**src/rtl/nfcm_seq_pkg.sv**
```systemverilog
// Shared types for the NFC command sequencer: opcodes, status codes, FSM states
// and the queued request record.
package nfcm_seq_pkg;

  typedef enum logic [2:0] {
    OP_READ   = 3'b001,
    OP_PROG   = 3'b100,
    OP_ERASE  = 3'b011,
    OP_RESET  = 3'b110,
    OP_READID = 3'b101
  } op_e;

  typedef enum logic [2:0] {
    ST_OK      = 3'd0,
    ST_PERR    = 3'd1,
    ST_EERR    = 3'd2,
    ST_RERR    = 3'd3,
    ST_TIMEOUT = 3'd4,
    ST_BADOP   = 3'd5
  } status_e;

  typedef enum logic [1:0] {
    StIdle,
    StIssue,
    StWait,
    StResp
  } state_e;

  typedef struct packed {
    logic [2:0]  op;
    logic [15:0] addr;
  } req_t;

  function automatic logic op_legal(input logic [2:0] op);
    return op inside {OP_READ, OP_PROG, OP_ERASE, OP_RESET, OP_READID};
  endfunction

endpackage

```
**src/rtl/nfcm_cmd_sequencer_if.sv**
```systemverilog
// Request, controller-handshake and response signals of the command sequencer.
// The sequencer takes the slave view; the host/controller side takes the master view.
interface nfcm_cmd_sequencer_if;
  logic        req_valid;
  logic        req_ready;
  logic [2:0]  req_op;
  logic [15:0] req_addr;
  logic [2:0]  nfc_cmd;
  logic        nfc_strt;
  logic [15:0] RWA;
  logic        nfc_done;
  logic        PErr;
  logic        EErr;
  logic        RErr;
  logic        rsp_valid;
  logic        rsp_ready;
  logic [2:0]  rsp_op;
  logic [15:0] rsp_addr;
  logic [2:0]  rsp_status;
  logic        busy;

  modport slave (
    input  req_valid, req_op, req_addr, nfc_done, PErr, EErr, RErr, rsp_ready,
    output req_ready, nfc_cmd, nfc_strt, RWA, rsp_valid, rsp_op, rsp_addr, rsp_status, busy
  );

  modport master (
    output req_valid, req_op, req_addr, nfc_done, PErr, EErr, RErr, rsp_ready,
    input  req_ready, nfc_cmd, nfc_strt, RWA, rsp_valid, rsp_op, rsp_addr, rsp_status, busy
  );
endinterface

```
**src/rtl/nfcm_seq_fifo.sv**
```systemverilog
// Synchronous request FIFO; DEPTH must be a power of two so pointers wrap naturally.
module nfcm_seq_fifo
  import nfcm_seq_pkg::*;
#(
  parameter int unsigned DEPTH = 8
) (
  input  logic clk,
  input  logic rst,
  input  logic i_push,
  input  req_t i_data,
  input  logic i_pop,
  output req_t o_data,
  output logic o_full,
  output logic o_empty
);

  localparam int unsigned AW = $clog2(DEPTH);
  localparam logic [AW:0] FullCnt = (AW + 1)'(DEPTH);

  req_t          r_mem [DEPTH];
  logic [AW-1:0] r_wptr;
  logic [AW-1:0] r_rptr;
  logic [AW:0]   r_count;
  logic          w_push;
  logic          w_pop;

  assign o_full  = (r_count == FullCnt);
  assign o_empty = (r_count == '0);
  assign o_data  = r_mem[r_rptr];
  assign w_push  = i_push && !o_full;
  assign w_pop   = i_pop && !o_empty;

  always_ff @(posedge clk) begin
    if (rst) begin
      r_wptr  <= '0;
      r_rptr  <= '0;
      r_count <= '0;
      for (int i = 0; i < DEPTH; i++) r_mem[i] <= '0;
    end else begin
      if (w_push) begin
        r_mem[r_wptr] <= i_data;
        r_wptr        <= r_wptr + 1'b1;
      end
      if (w_pop) r_rptr <= r_rptr + 1'b1;
      unique case ({w_push, w_pop})
        2'b10:   r_count <= r_count + 1'b1;
        2'b01:   r_count <= r_count - 1'b1;
        default: r_count <= r_count;
      endcase
    end
  end

endmodule

```
**src/rtl/nfcm_cmd_sequencer.sv**
```systemverilog
// Queues flash operations and issues them one at a time to nfcm_top, returning one status each.
// Define NFCM_SEQ_RETRY_EN to retry failed/timed-out operations up to MAX_RETRY times.
module nfcm_cmd_sequencer
  import nfcm_seq_pkg::*;
#(
  parameter int unsigned DEPTH       = 8,
  parameter int unsigned TIMEOUT_CYC = 65536,
  parameter int unsigned MAX_RETRY   = 2
) (
  input  logic                  clk,
  input  logic                  rst,
  nfcm_cmd_sequencer_if.slave   bus
);

  localparam int unsigned CntW = $clog2(TIMEOUT_CYC);
  // Counter is 0 in the first WAIT cycle, so this is the cycle it would reach TIMEOUT_CYC-1.
  localparam logic [CntW-1:0] CntLast = CntW'(TIMEOUT_CYC - 2);

  state_e      r_state;
  req_t        r_req;
  logic        r_strt;
  logic [2:0]  r_cmd;
  logic [15:0] r_rwa;
  logic [CntW-1:0] r_cnt;
  logic        r_rsp_valid;
  logic [2:0]  r_rsp_op;
  logic [15:0] r_rsp_addr;
  logic [2:0]  r_rsp_status;

  req_t        w_head;
  logic        w_full;
  logic        w_empty;
  logic        w_pop;
  logic        w_retry;
  status_e     w_status;

`ifdef NFCM_SEQ_RETRY_EN
  localparam int unsigned RetryW = (MAX_RETRY < 1) ? 1 : $clog2(MAX_RETRY + 1);
  localparam logic [RetryW-1:0] RetryMax = RetryW'(MAX_RETRY);
  logic [RetryW-1:0] r_retry;
  assign w_retry = (w_status != ST_OK) && (r_retry < RetryMax);
`else
  logic w_unused_max_retry;
  assign w_unused_max_retry = ^MAX_RETRY;
  assign w_retry = 1'b0;
`endif

  assign w_pop = (r_state == StIdle) && !w_empty && !r_rsp_valid;

  nfcm_seq_fifo #(
    .DEPTH (DEPTH)
  ) u_fifo (
    .clk     (clk),
    .rst     (rst),
    .i_push  (bus.req_valid && bus.req_ready),
    .i_data  ({bus.req_op, bus.req_addr}),
    .i_pop   (w_pop),
    .o_data  (w_head),
    .o_full  (w_full),
    .o_empty (w_empty)
  );

  always_comb begin
    w_status = ST_TIMEOUT;
    if (bus.nfc_done) begin
      if (bus.PErr)      w_status = ST_PERR;
      else if (bus.EErr) w_status = ST_EERR;
      else if (bus.RErr) w_status = ST_RERR;
      else               w_status = ST_OK;
    end
  end

  always_ff @(posedge clk) begin
    if (rst) begin
      r_state      <= StIdle;
      r_req        <= '0;
      r_strt       <= 1'b0;
      r_cmd        <= '0;
      r_rwa        <= '0;
      r_cnt        <= '0;
      r_rsp_valid  <= 1'b0;
      r_rsp_op     <= '0;
      r_rsp_addr   <= '0;
      r_rsp_status <= '0;
`ifdef NFCM_SEQ_RETRY_EN
      r_retry      <= '0;
`endif
    end else begin
      r_strt <= 1'b0;
      unique case (r_state)
        StIdle: begin
          if (w_pop) begin
            r_req <= w_head;
`ifdef NFCM_SEQ_RETRY_EN
            r_retry <= '0;
`endif
            if (op_legal(w_head.op)) begin
              r_cmd   <= w_head.op;
              r_rwa   <= w_head.addr;
              r_strt  <= 1'b1;
              r_state <= StIssue;
            end else begin
              r_rsp_valid  <= 1'b1;
              r_rsp_op     <= w_head.op;
              r_rsp_addr   <= w_head.addr;
              r_rsp_status <= ST_BADOP;
              r_state      <= StResp;
            end
          end
        end
        StIssue: begin
          r_cnt   <= '0;
          r_state <= StWait;
        end
        StWait: begin
          r_cnt <= r_cnt + 1'b1;
          if (bus.nfc_done || (r_cnt == CntLast)) begin
            if (w_retry) begin
`ifdef NFCM_SEQ_RETRY_EN
              r_retry <= r_retry + 1'b1;
`endif
              r_strt  <= 1'b1;
              r_state <= StIssue;
            end else begin
              r_rsp_valid  <= 1'b1;
              r_rsp_op     <= r_req.op;
              r_rsp_addr   <= r_req.addr;
              r_rsp_status <= w_status;
              r_state      <= StResp;
            end
          end
        end
        StResp: begin
          if (bus.rsp_ready) begin
            r_rsp_valid <= 1'b0;
            r_state     <= StIdle;
          end
        end
        default: r_state <= StIdle;
      endcase
    end
  end

  assign bus.req_ready  = !w_full && !rst;
  assign bus.nfc_cmd    = r_cmd;
  assign bus.nfc_strt   = r_strt;
  assign bus.RWA        = r_rwa;
  assign bus.rsp_valid  = r_rsp_valid;
  assign bus.rsp_op     = r_rsp_op;
  assign bus.rsp_addr   = r_rsp_addr;
  assign bus.rsp_status = r_rsp_status;
  assign bus.busy       = (r_state != StIdle) || !w_empty;

endmodule

```
**src/flat_wrapper.sv**
```systemverilog
// flat-port wrapper written by rule: the top's interface ports become plain ports
module nfcm_cmd_sequencer_flat import nfcm_seq_pkg::*;
#(
  parameter int unsigned DEPTH       = 8,
  parameter int unsigned TIMEOUT_CYC = 65536,
  parameter int unsigned MAX_RETRY   = 2
)
  (clk, rst, bus_req_valid, bus_req_op, bus_req_addr, bus_nfc_done, bus_PErr, bus_EErr, bus_RErr, bus_rsp_ready, bus_req_ready, bus_nfc_cmd, bus_nfc_strt, bus_RWA, bus_rsp_valid, bus_rsp_op, bus_rsp_addr, bus_rsp_status, bus_busy);
  nfcm_cmd_sequencer_if bus_i ();
  input  logic clk;
  input  logic rst;
  input wire logic [$bits(bus_i.req_valid)-1:0] bus_req_valid;
  input wire logic [$bits(bus_i.req_op)-1:0] bus_req_op;
  input wire logic [$bits(bus_i.req_addr)-1:0] bus_req_addr;
  input wire logic [$bits(bus_i.nfc_done)-1:0] bus_nfc_done;
  input wire logic [$bits(bus_i.PErr)-1:0] bus_PErr;
  input wire logic [$bits(bus_i.EErr)-1:0] bus_EErr;
  input wire logic [$bits(bus_i.RErr)-1:0] bus_RErr;
  input wire logic [$bits(bus_i.rsp_ready)-1:0] bus_rsp_ready;
  output wire logic [$bits(bus_i.req_ready)-1:0] bus_req_ready;
  output wire logic [$bits(bus_i.nfc_cmd)-1:0] bus_nfc_cmd;
  output wire logic [$bits(bus_i.nfc_strt)-1:0] bus_nfc_strt;
  output wire logic [$bits(bus_i.RWA)-1:0] bus_RWA;
  output wire logic [$bits(bus_i.rsp_valid)-1:0] bus_rsp_valid;
  output wire logic [$bits(bus_i.rsp_op)-1:0] bus_rsp_op;
  output wire logic [$bits(bus_i.rsp_addr)-1:0] bus_rsp_addr;
  output wire logic [$bits(bus_i.rsp_status)-1:0] bus_rsp_status;
  output wire logic [$bits(bus_i.busy)-1:0] bus_busy;
  assign bus_i.req_valid = bus_req_valid;
  assign bus_i.req_op = bus_req_op;
  assign bus_i.req_addr = bus_req_addr;
  assign bus_i.nfc_done = bus_nfc_done;
  assign bus_i.PErr = bus_PErr;
  assign bus_i.EErr = bus_EErr;
  assign bus_i.RErr = bus_RErr;
  assign bus_i.rsp_ready = bus_rsp_ready;
  assign bus_req_ready = bus_i.req_ready;
  assign bus_nfc_cmd = bus_i.nfc_cmd;
  assign bus_nfc_strt = bus_i.nfc_strt;
  assign bus_RWA = bus_i.RWA;
  assign bus_rsp_valid = bus_i.rsp_valid;
  assign bus_rsp_op = bus_i.rsp_op;
  assign bus_rsp_addr = bus_i.rsp_addr;
  assign bus_rsp_status = bus_i.rsp_status;
  assign bus_busy = bus_i.busy;
  nfcm_cmd_sequencer #(.DEPTH(DEPTH), .TIMEOUT_CYC(TIMEOUT_CYC), .MAX_RETRY(MAX_RETRY)) u_core (.clk(clk), .rst(rst), .bus(bus_i));
endmodule
```
**config.mk**
```make
export PLATFORM = sky130hd
export DESIGN_NAME = nfcm_cmd_sequencer_flat
export DESIGN_NICKNAME = d
export VERILOG_FILES = /design/src/rtl/nfcm_seq_pkg.sv /design/src/rtl/nfcm_cmd_sequencer_if.sv /design/src/rtl/nfcm_seq_fifo.sv /design/src/rtl/nfcm_cmd_sequencer.sv /design/src/flat_wrapper.sv
export SDC_FILE = /design/constraint.sdc
export NUM_CORES = 1
export LEC_CHECK = 0
export BUFFER_PORTS_ARGS = -buffer_cell sky130_fd_sc_hd__clkbuf_2
export CAP_MARGIN = 0
export CORE_MARGIN = 4
export CORE_UTILIZATION = 50
export CTS_CLUSTER_DIAMETER = 200
export DETAILED_ROUTE_END_ITERATION = 6
export GPL_TIMING_DRIVEN = 0
export PLACE_DENSITY = 0.68
export SLEW_MARGIN = 15
export SYNTH_ARGS = -nofsm -noshare
export SYNTH_HDL_FRONTEND = slang
export SYNTH_SLANG_ARGS = --single-unit
```
**constraint.sdc**
```tcl
create_clock -name clk -period 5.1 [get_ports clk]
set_clock_uncertainty 0.15 [all_clocks]
set_input_delay 1.02 -clock clk [delete_from_list [all_inputs] [get_ports clk]]
set_output_delay 1.02 -clock clk [all_outputs]
set_load 0.03 [all_outputs]
```
# == Word level (Yosys, flattened, before mapping) ==
# Memory sizes are Yosys's and may differ from the RTL's. A register that Yosys moved wholly into a read port is not among the register bits.
# Index checks and enable logic that the tools add are counted.
# word_totals
reg_bits,90
latch_bits,0
ram_bits,152
romBits,0
input_bits,27
out_inout_bits,45
wordCells,104
mem_count,1
# mem_list
name,words,word_bits,read_ports,rd_clocked_by_memory_dff,write_ports,line_no,rtl
u_core.u_fifo.r_mem,8,19,1,1,8,nfcm_seq_fifo.sv:20,req_t r_mem [DEPTH];
# classes
addsub,5
n_mul,0
div,0
n_lt_le_gt_ge,0
n_eq_ne,16
n_shift,0
mux,39
bitwise,2
n_reduce_logical,27
# op_table
operator,n
16-bit case mux with 2 select lines,2
16-bit 2-to-1 mux,3
3-bit 2-to-1 mux,10
19-bit 2-to-1 mux,1
19-bit OR reduction,1
"16-bit by 1-bit adder with 16-bit output, second input constant",1
"16-bit equality test, second input constant",1
2-bit 2-to-1 mux,7
3-bit case mux with 2 select lines,2
1-bit 2-to-1 mux,11
"3-bit equality test, second input constant",3
2-bit case mux with 4 select lines,1
4-bit case mux with 2 select lines,1
2-bit nonzero test,4
"3-bit by 1-bit adder with 3-bit output, second input constant",2
"2-bit equality test, second input constant",3
1-bit logical AND,6
"2-bit != test, second input constant",3
3-bit AND reduction,2
5-bit AND reduction,1
5-bit nonzero test,1
"4-bit by 1-bit adder with 4-bit output, second input constant",1
"2-bit by 1-bit equality test with 1-bit output, second input constant",2
"4-bit equality test, second input constant",1
other kinds (14),19

# == Depth between registers and ports, before layout ==
# Gate-level depths: netlist (run 1).
# depth
word_depth,10
mapped_depth,14
mapped_depth_nobuf,12

# == Hierarchy ==
# Synthesis (run 1) repeated with hierarchy kept, for this count alone.
# hier_totals
hier_cells,904
area_unflattened_um2,10805.4
# by_module_without_submodules
mod,n_inst,cells_per_inst,area_each_um2,seq_area_each_um2
nfcm_seq_fifo,1,507,7253.2,4824.6
nfcm_cmd_sequencer,1,397,3552.2,1601.5

# == Least setup slack after synthesis (run 1) ==
# Ideal clock, no wire load.
# synth_timing
path_type,input to register
start,input port rst
end,register u_core.u_fifo.r_count[3]
setup_ps,70
arrival_time_ps,3417
required_ps,4880
setup_slack_ps,1462
cell_stages,11
path_buffers,1
cell_sequence,clkbuf_1 -> a21oi_1 -> and2_0 -> inv_1 -> ha_1 -> ha_1 -> a21o_1 -> a21oi_1 -> xnor2_1 -> or3_1 -> a21oi_1
# synth_via
elab_chain_len,6
word_cells_on_any_way,8
classes_between,2 x eq/ne; 1 x mux; 5 x reduce/logical
# synth_rtl
element,line_no,rtl
from (decl),flat_wrapper.sv:11,input logic rst;
1-bit zero test (*),nfcm_cmd_sequencer.sv:144,assign bus.req_ready = !w_full && !rst;
1-bit logical AND (*),nfcm_cmd_sequencer.sv:144,
named net bus_req_ready,flat_wrapper.sv:20,output wire logic [$bits(bus_i.req_ready)-1:0] bus_req_ready;
1-bit logical AND (*),nfcm_cmd_sequencer.sv:55,".i_push (bus.req_valid && bus.req_ready),"
1-bit logical AND (*),nfcm_seq_fifo.sv:30,assign w_push = i_push && !o_full;
2-bit by 1-bit equality test with 1-bit output or 2-bit equality test (tied branches),nfcm_seq_fifo.sv:45,"unique case ({w_push, w_pop})"
4-bit case mux with 2 select lines or 2-bit nonzero test (tied branches),n/a,
to (signal assigned),nfcm_seq_fifo.sv:46,2'b10: r_count <= r_count + 1'b1;
to (signal assigned),nfcm_seq_fifo.sv:47,2'b01: r_count <= r_count - 1'b1;
to (signal assigned),nfcm_seq_fifo.sv:48,default: r_count <= r_count;
to (decl),nfcm_seq_fifo.sv:23,logic [AW:0] r_count;
# The timed path passes the listed nets; every way through them passes the cells marked *.
# A chain may end at the register's enable or synchronous reset.

# == Worst setup path in the final report (run 1) ==
# layout_timing
start,register u_core.u_fifo.r_count[0]
end,register u_core.u_fifo.r_count[3]
# layout_via
elab_chain_len,7
word_cells_on_any_way,16
classes_between,2 x add/sub; 3 x eq/ne; 1 x mux; 10 x reduce/logical
# layout_rtl
element,line_no,rtl
4-bit zero test (*),nfcm_seq_fifo.sv:28,assign o_empty = (r_count == '0);
1-bit zero test (*),"nfcm_seq_fifo.sv:31, nfcm_cmd_sequencer.sv:48",
1-bit logical AND (2 in series),nfcm_cmd_sequencer.sv:48,assign w_pop = (r_state == StIdle) && !w_empty && !r_rsp_valid;
1-bit logical AND (*),nfcm_seq_fifo.sv:31,assign w_pop = i_pop && !o_empty;
named net u_core.u_fifo.w_pop,nfcm_seq_fifo.sv:25,logic w_pop;
2-bit by 1-bit equality test with 1-bit output or 2-bit equality test (tied branches),nfcm_seq_fifo.sv:45,
4-bit case mux with 2 select lines or 2-bit nonzero test (tied branches),n/a,
# Marked as above.

==> summary.md, run 1 <==
| Metric | Value |
|---|---|
| Run status | completed |
| # rows | 53 |
| Placed inst area | 0.0114 sq mm |
| Post-layout util | 0.581 |
| Maximum VDD drop | 0.272 mV |
| CTS tree | built |
| Clk pwr share | 0.293 |
| Post-synth design cell area | 0.0107 sq mm |
| Post-route cell area | 0.0122 sq mm |
| Die H | 154 microns |
| First-pass GRT wire length | 37300 microns |
| Yosys reg bits | 245 |
| Post-DR vias/cell | 5.39 |
| Worst slew pin tran | 0.796 ns |
| GPL Wtd Cong | 0.801 |
| Sw frac | 0.328 |
| Power share of the sequential group | 0.411 |
| WP buf/inv | 3 |
| Final Hold Vio Count | 0 |
| Setup Total Neg Slack | 0 ns |
| Top delay family on crit path | simple AND/OR/NAND/NOR gates |
| Library cells used by synthesis | 51 |
| Remaining global-route overflow | 0 |
| 1st-iter DRT viols | 311 |
| Relative slew slack | 0.469 |
| Total CTS buffers | 27 |
| Crit path max fanout | 10 |
| RSZ-0062 raised after global routing | false |
| I/O Buffers | 70 |
| Slew Limit Fails | 0 |
| Full die area | 0.0238 sq mm |
| Drt pass-1 iters | 5 |
| Final period utilization | 0.689 |
| Tmin final | 3.51 ns |
| Wire per inst | 19.1 microns |
| Nets | 981 |
| Area Overhead vs Synth | 14.2% |
| Arr. time, crit path | 3.81 ns |
| Post-synthesis sequential area ratio | 0.601 |
| Asr flop ratio synth | 0 |
| H-tree depth | 1 |
| Share of cells above drive strength 1 | 0.186 |
| CTS resizes | 0 |
| Max-Cap Viols | 0 |
| Sw power | 2020 uW |
| Mapped Nets | 882 |
| Antenna diodes | 0 |
| Top FF cell, synth | edfxtp_1 |
| Pwr Density | 503 mW/mm^2 |
| Worst path max stage delay | 0.61 ns |
| CTS clk-pin slew, worst paths | 0.06 ns |
| Synthesized instance count | 843 |
| CP endpoint kind | flop |
| Required @ worst endpoint | 5.40 ns |
| Starting Density | 0.509 |
| Clock buffer depth | 3 |
| GRT Overall Usage | 0.199 |
| Fmax | 285 MHz |
| Hpwl dp | 16100 microns |
| Detailed Route WL | 23600 microns |
| Most frequent cells in the layout | and2_1 (152), edfxtp_1 (152), nor2_1 (96) |
| Clk_lat worst skew | 0.53 ns |
| Final setup viols | 0 |
| Number of flops mapped to enable cells by yosys | 152 |
| Root Buffer | clkbuf_16 |
| Initial antenna violation count | 0 |
| Top Ports | 72 |
| Worst-path cell chain | nor4_1 > or3_1 > clkbuf_1 > inv_2 > clkbuf_1 > ha_1 > ha_1 > a21o_1 > a21oi_1 > xnor2_1 > or3_1 > a21oi_1 |
| FILL cells | 1714 |
| Slowest cell on the critical path | nor4_1 |
| Post-CTS Setup Repair Bufs | 0 |
| Die Wd | 154 microns |
| Worst Hold Class | flop to flop |
| CTS Hold Bufs | 0 |
| LEAKAGE | 0.00447 uW |
| Critical path class | flop to flop |
| Number of remaining DRC errors | 0 |
| Combinational power share | 0.296 |
| Startpoint Class | flop |
| Via count | 6668 |
| Syn Area/Cell | 12.7 sq um |
| Pin count of the biggest net entering global routing | 20 |
| Vias in the first global route | 6677 |
| Post-route ant nets | 0 |
| CTS Sinks | 245 |
| Core footprint | 0.0210 sq mm |
| Internal cell power | 4130 uW |
| Yosys warns | 0 |
==> registers in the layout, indices dropped and copies added, names as in the netlist, named ones only <==
name                   cells
u_core.u_fifo.r_mem      152
u_core.r_req              19
u_core.bus.RWA            16
u_core.bus.rsp_addr       16
u_core.r_cnt              16
u_core.u_fifo.r_count      4
u_core.bus.nfc_cmd         3
u_core.bus.rsp_op          3
u_core.bus.rsp_status      3
u_core.u_fifo.r_rptr       3
u_core.u_fifo.r_wptr       3
u_core.r_state             2
u_core.bus.nfc_strt        1
u_core.bus.rsp_valid       1
==> synthesized netlist by cell type (2+ instances only) <==
| library cell | count | area [sq um] |
|---|---|---|
| or2_2 | 8 | 50.1 |
| o32ai_1 | 2 | 17.5 |
| buf_12 | 2 | 40.0 |
| and2_1 | 152 | 951 |
| ha_1 | 11 | 138 |
| buf_6 | 2 | 22.5 |
| nand2_1 | 34 | 128 |
| buf_2 | 6 | 30.0 |
| nand3_1 | 7 | 35.0 |
| buf_1 | 3 | 11.3 |
| a311oi_2 | 2 | 30.0 |
| nand2b_1 | 7 | 43.8 |
| nor2_1 | 96 | 360 |
| edfxtp_1 | 152 | 4560 |
| clkbuf_1 | 40 | 150 |
| mux2i_1 | 39 | 390 |
| nor4_1 | 4 | 25.0 |
| dfxtp_1 | 93 | 1860 |
| xnor2_1 | 5 | 43.8 |
| nand4_1 | 6 | 37.5 |
| a211oi_1 | 37 | 278 |
| a21o_1 | 2 | 15.0 |
| a21oi_1 | 14 | 70.1 |
| xor2_1 | 12 | 105 |
| mux2_2 | 2 | 22.5 |
| nor3_1 | 5 | 25.0 |
| o21ai_0 | 26 | 130 |
| mux4_2 | 37 | 833 |
| or3_1 | 5 | 31.3 |
| inv_1 | 11 | 41.3 |
==> worst register-to-register path, stage by stage (launching register included) <==
cell	delay, ns
dfxtp_1	0.35
nor4_1	0.61
or3_1	0.19
clkbuf_1	0.28
inv_2	0.12
clkbuf_1	0.28
ha_1	0.31
ha_1	0.30
a21o_1	0.17
a21oi_1	0.17
xnor2_1	0.09
or3_1	0.30
a21oi_1	0.14
==> power by group through the flow <==
stage / clock, uW / sequential, uW / combinational, uW
after global placement: 0 / 2560 / 1820
after CTS: 1830 / 2530 / 1840
after floorplan: 0 / 2740 / 1180
after global routing: 1930 / 2560 / 2000
after detailed placement: 0 / 2570 / 1830
final: 1810 / 2530 / 1820
==> worst paths after layout <==
check	slack, ns	endpoint	start	cells after the start
max	1.59	u_core.u_fifo.r_count[3]	u_core.u_fifo.r_count[0]	12
min	0.31	u_core.r_req[18]	u_core.r_req[18]	2
max reg2reg	1.59	u_core.u_fifo.r_count[3]	u_core.u_fifo.r_count[0]	12
min reg2reg	0.31	u_core.r_req[18]	u_core.r_req[18]	2
==> area by class of cell <==
cell class / instances / area [sq um] / share of cell area
flip-flops and latches: 245 / 6430 / 0.526
multi-input cells: 532 / 3960 / 0.324
clock buffers: 37 / 763 / 0.0625
repair buffers: 70 / 350 / 0.0287
well taps: 275 / 344 / 0.0282
plain buffers: 54 / 262 / 0.0214
clock inverters: 12 / 66.3 / 0.00543
inverters: 12 / 45.0 / 0.00369
==> metal layers <==
| metal | vias to the layer above | wire (microns) | GRT usage |
|---|---|---|---|
| li1 | 3217 | - | - |
| met1 | 3225 | 10500 | 0.283 |
| met2 | 190 | 11200 | 0.326 |
| met3 | 36 | 1430 | 0.0319 |
| met4 | 0 | 485 | 0.0467 |
| met5 | - | 0 | 0 |
==> per-stage QoR <==
stage / std cells / hold slack (ns) / total power (uW) / worst slack, ns
6_report: 1237 / 0.306 / 6150 / 1.59
5_1_grt: 1237 / 0.324 / 6480 / 1.33
4_1_cts: 1237 / 0.306 / 6200 / 1.60
3_5_place_dp: 1188 / 0.297 / 4400 / 1.21
3_3_place_gp: 1188 / 0.298 / 4380 / 1.18
2_1_floorplan: 843 / 0.287 / 3920 / 1.46
==> cell families after synthesis <==
family                   share of synthesized area
AO/OA/AOI/OAI                               0.0561
XOR/XNOR                                    0.0139
adder cells (fa/ha/maj)                     0.0147
buffers and inverters                       0.0287
flip-flops                                   0.601
multiplexers                                 0.121
AND/OR/NAND/NOR                              0.165
Note: power is estimated with default switching activity, not from simulation.
==> inputs of run 2 (changes only) <==
clock period = 3.6 ns   (was 5.1 ns; I/O delays follow)
==> run 2 against run 1 <==
Critical path depth down 1. Total power is 42% higher. Non-clock buffer count down 1. Cell count about the same. Fmax increased by 6.7%. Clock power up 41%. Setup slack worse by 1.3 ns. Worst hold slack better by 0.0011 ns. Critical path type unchanged. Largest power group unchanged. Highest routed layer unchanged.
==> summary.md, run 2 (same netlist as run 1, synthesis figures left out) <==
| Metric | Value |
|---|---|
| Run status | completed |
| Full die area | 0.0238 sq mm (unchanged) |
| Die Wd | 154 microns (unchanged) |
| CTS Sinks | 245 (unchanged) |
| Post-route ant nets | 0 (unchanged) |
| Final period utilization | 0.915 (+0.226) |
| Core footprint | 0.0210 sq mm (unchanged) |
| Initial antenna violation count | 0 (unchanged) |
| Post-layout util | 0.581 (about the same) |
| Top Ports | 72 (unchanged) |
| Wire per inst | 19.1 microns (about the same) |
| Post-CTS Setup Repair Bufs | 0 (unchanged) |
| Tmin final | 3.29 ns (-0.220 ns) |
| Startpoint Class | flop |
| Arr. time, crit path | 3.59 ns (-0.22 ns) |
| Dpl ws | 0.00658 ns (-1.20 ns) |
| Vias in the first global route | 6677 (unchanged) |
| Maximum VDD drop | 0.385 mV (+42%) |
| Die H | 154 microns (unchanged) |
| Pwr Density | 713 mW/mm^2 (+42%) |
| Number of remaining DRC errors | 0 (unchanged) |
| Drt pass-1 iters | 5 (unchanged) |
| Most frequent cells in the layout | and2_1 (152), edfxtp_1 (152), nor2_1 (96) |
| Max-Cap Viols | 0 (unchanged) |
| Clk_lat worst skew | 0.53 ns (about the same) |
| GRT Overall Usage | 0.199 (unchanged) |
| Pin count of the biggest net entering global routing | 20 (unchanged) |
| I/O Buffers | 70 (unchanged) |
| Biggest regs | u_core.u_fifo.r_mem (152), u_core.r_req (19) |
| Gr busiest metal | met2 |
| Placed inst area | 0.0114 sq mm (unchanged) |
| Antenna diodes | 0 (unchanged) |
| Hold WS | 0.307 ns (+0.00113 ns) |
| CTS tree | built |
| Detailed Route WL | 23600 microns (-0.14%) |
| Worst Hold Class | flop to flop |
| Fmax | 304 MHz (+6.7%) |
| Final setup viols | 0 (unchanged) |
| Final Hold Vio Count | 0 (unchanged) |
| Top reg by flops | u_core.u_fifo.r_mem |
| Total CTS buffers | 27 (unchanged) |
| Area Overhead vs Synth | 14.2% (about the same) |
| H-tree depth | 1 (unchanged) |
| Worst slew pin tran | 0.788 ns (-0.00854 ns) |
| Starting Density | 0.509 (unchanged) |
| Final WS setup | 0.306 ns (-1.28 ns) |
| GRT met2 Usage | 0.326 (unchanged) |
| Clock buffer depth | 3 (unchanged) |
| Hpwl dp | 16100 microns (unchanged) |
| CTS clk-pin slew, worst paths | 0.06 ns (about the same) |
| Post-route cell area | 0.0122 sq mm (about the same) |
| 1st-iter DRT viols | 350 (+13%) |
| Setup Total Neg Slack | 0 ns (unchanged) |
| Relative slew slack | 0.475 (+0.00570) |
| Share of cells above drive strength 1 | 0.186 (+0.000194) |
| RSZ-0062 raised after global routing | false |
| LEAKAGE | 0.00447 uW (about the same) |
| Root Buffer | clkbuf_16 |
| Slew Limit Fails | 0 (unchanged) |
| First-pass GRT wire length | 37300 microns (unchanged) |
| GR met1 Demand/Resource | 0.283 (unchanged) |
| Remaining global-route overflow | 0 (unchanged) |
| Max reg flops | 152 (unchanged) |
| # rows | 53 (unchanged) |
| Post-DR vias/cell | 5.42 (+0.49%) |
| GPL Wtd Cong | 0.801 (unchanged) |
| Critical path class | flop to flop |
| Required @ worst endpoint | 3.90 ns (-1.50 ns) |
| Via count | 6695 (+0.40%) |
| Crit path max fanout | 15 (+5) |
| CP endpoint kind | flop |
| GR Util met3 | 0.0319 (unchanged) |
| Nets | 980 (-0.10%) |
==> run 2: cell count changes in the layout (fill, tap and decap cells not counted), sizes merged <==
| cell | change |
|---|---|
| clkbuf | -1 |
==> run 2: timing repair <==
action                                  in CTS  in global routing
endpoints found under the setup margin       0                  2
resized for setup                            0                  0
hold buffers                                 0                  0
==> run 2: per-stage QoR <==
stage	cells	power (uW)
floorplan	843	5550
global placement	1188	6200
detailed placement	1188	6240
CTS	1237	8780
global route	1236	9180
finish	1236	8710
==> run 2: where the power goes <==
part	switching (uW)	total, uW	leakage, uW	internal (uW)
registers	204	3580	0.00233	3380
logic	1570	2570	0.00171	1000
clock network	1080	2560	0.000420	1480
==> run 2: worst paths after layout <==
check / startpoint / endpoint / slack [ns] / cells after the start
max reg2reg: u_core.u_fifo.r_count[0] / u_core.u_fifo.r_count[3] / 0.31 / 11
min: u_core.r_req[18] / u_core.r_req[18] / 0.31 / 2
max: u_core.u_fifo.r_count[0] / u_core.u_fifo.r_count[3] / 0.31 / 11
min reg2reg: u_core.r_req[18] / u_core.r_req[18] / 0.31 / 2
==> run 2: layout make-up <==
cell class | instances | area (sq um)
flip-flops and latches | 245 | 6430
well taps | 275 | 344
fillers | 1716 | 8800
inverters | 12 | 45.0
clock buffers | 37 | 763
clock inverters | 12 | 66.3
multi-input cells | 532 | 3960
plain buffers | 53 | 258
repair buffers | 70 | 350
==> run 2: per-layer routing <==
layer | vias to the layer above | part of all wire
met2 | 183 | 0.47
met3 | 40 | 0.063
met5 | - | 0
met4 | 0 | 0.022
li1 | 3215 | -
met1 | 3257 | 0.44
==> run 2: critical path, stage by stage (launching register included) <==
cell and delay [ns]:
dfxtp_1 0.35, nor4_1 0.61, or3_1 0.19, clkbuf_1 0.28, inv_2 0.21, ha_1 0.27
ha_1 0.30, a21o_1 0.17, a21oi_1 0.17, xnor2_1 0.09, or3_1 0.30, a21oi_1 0.14
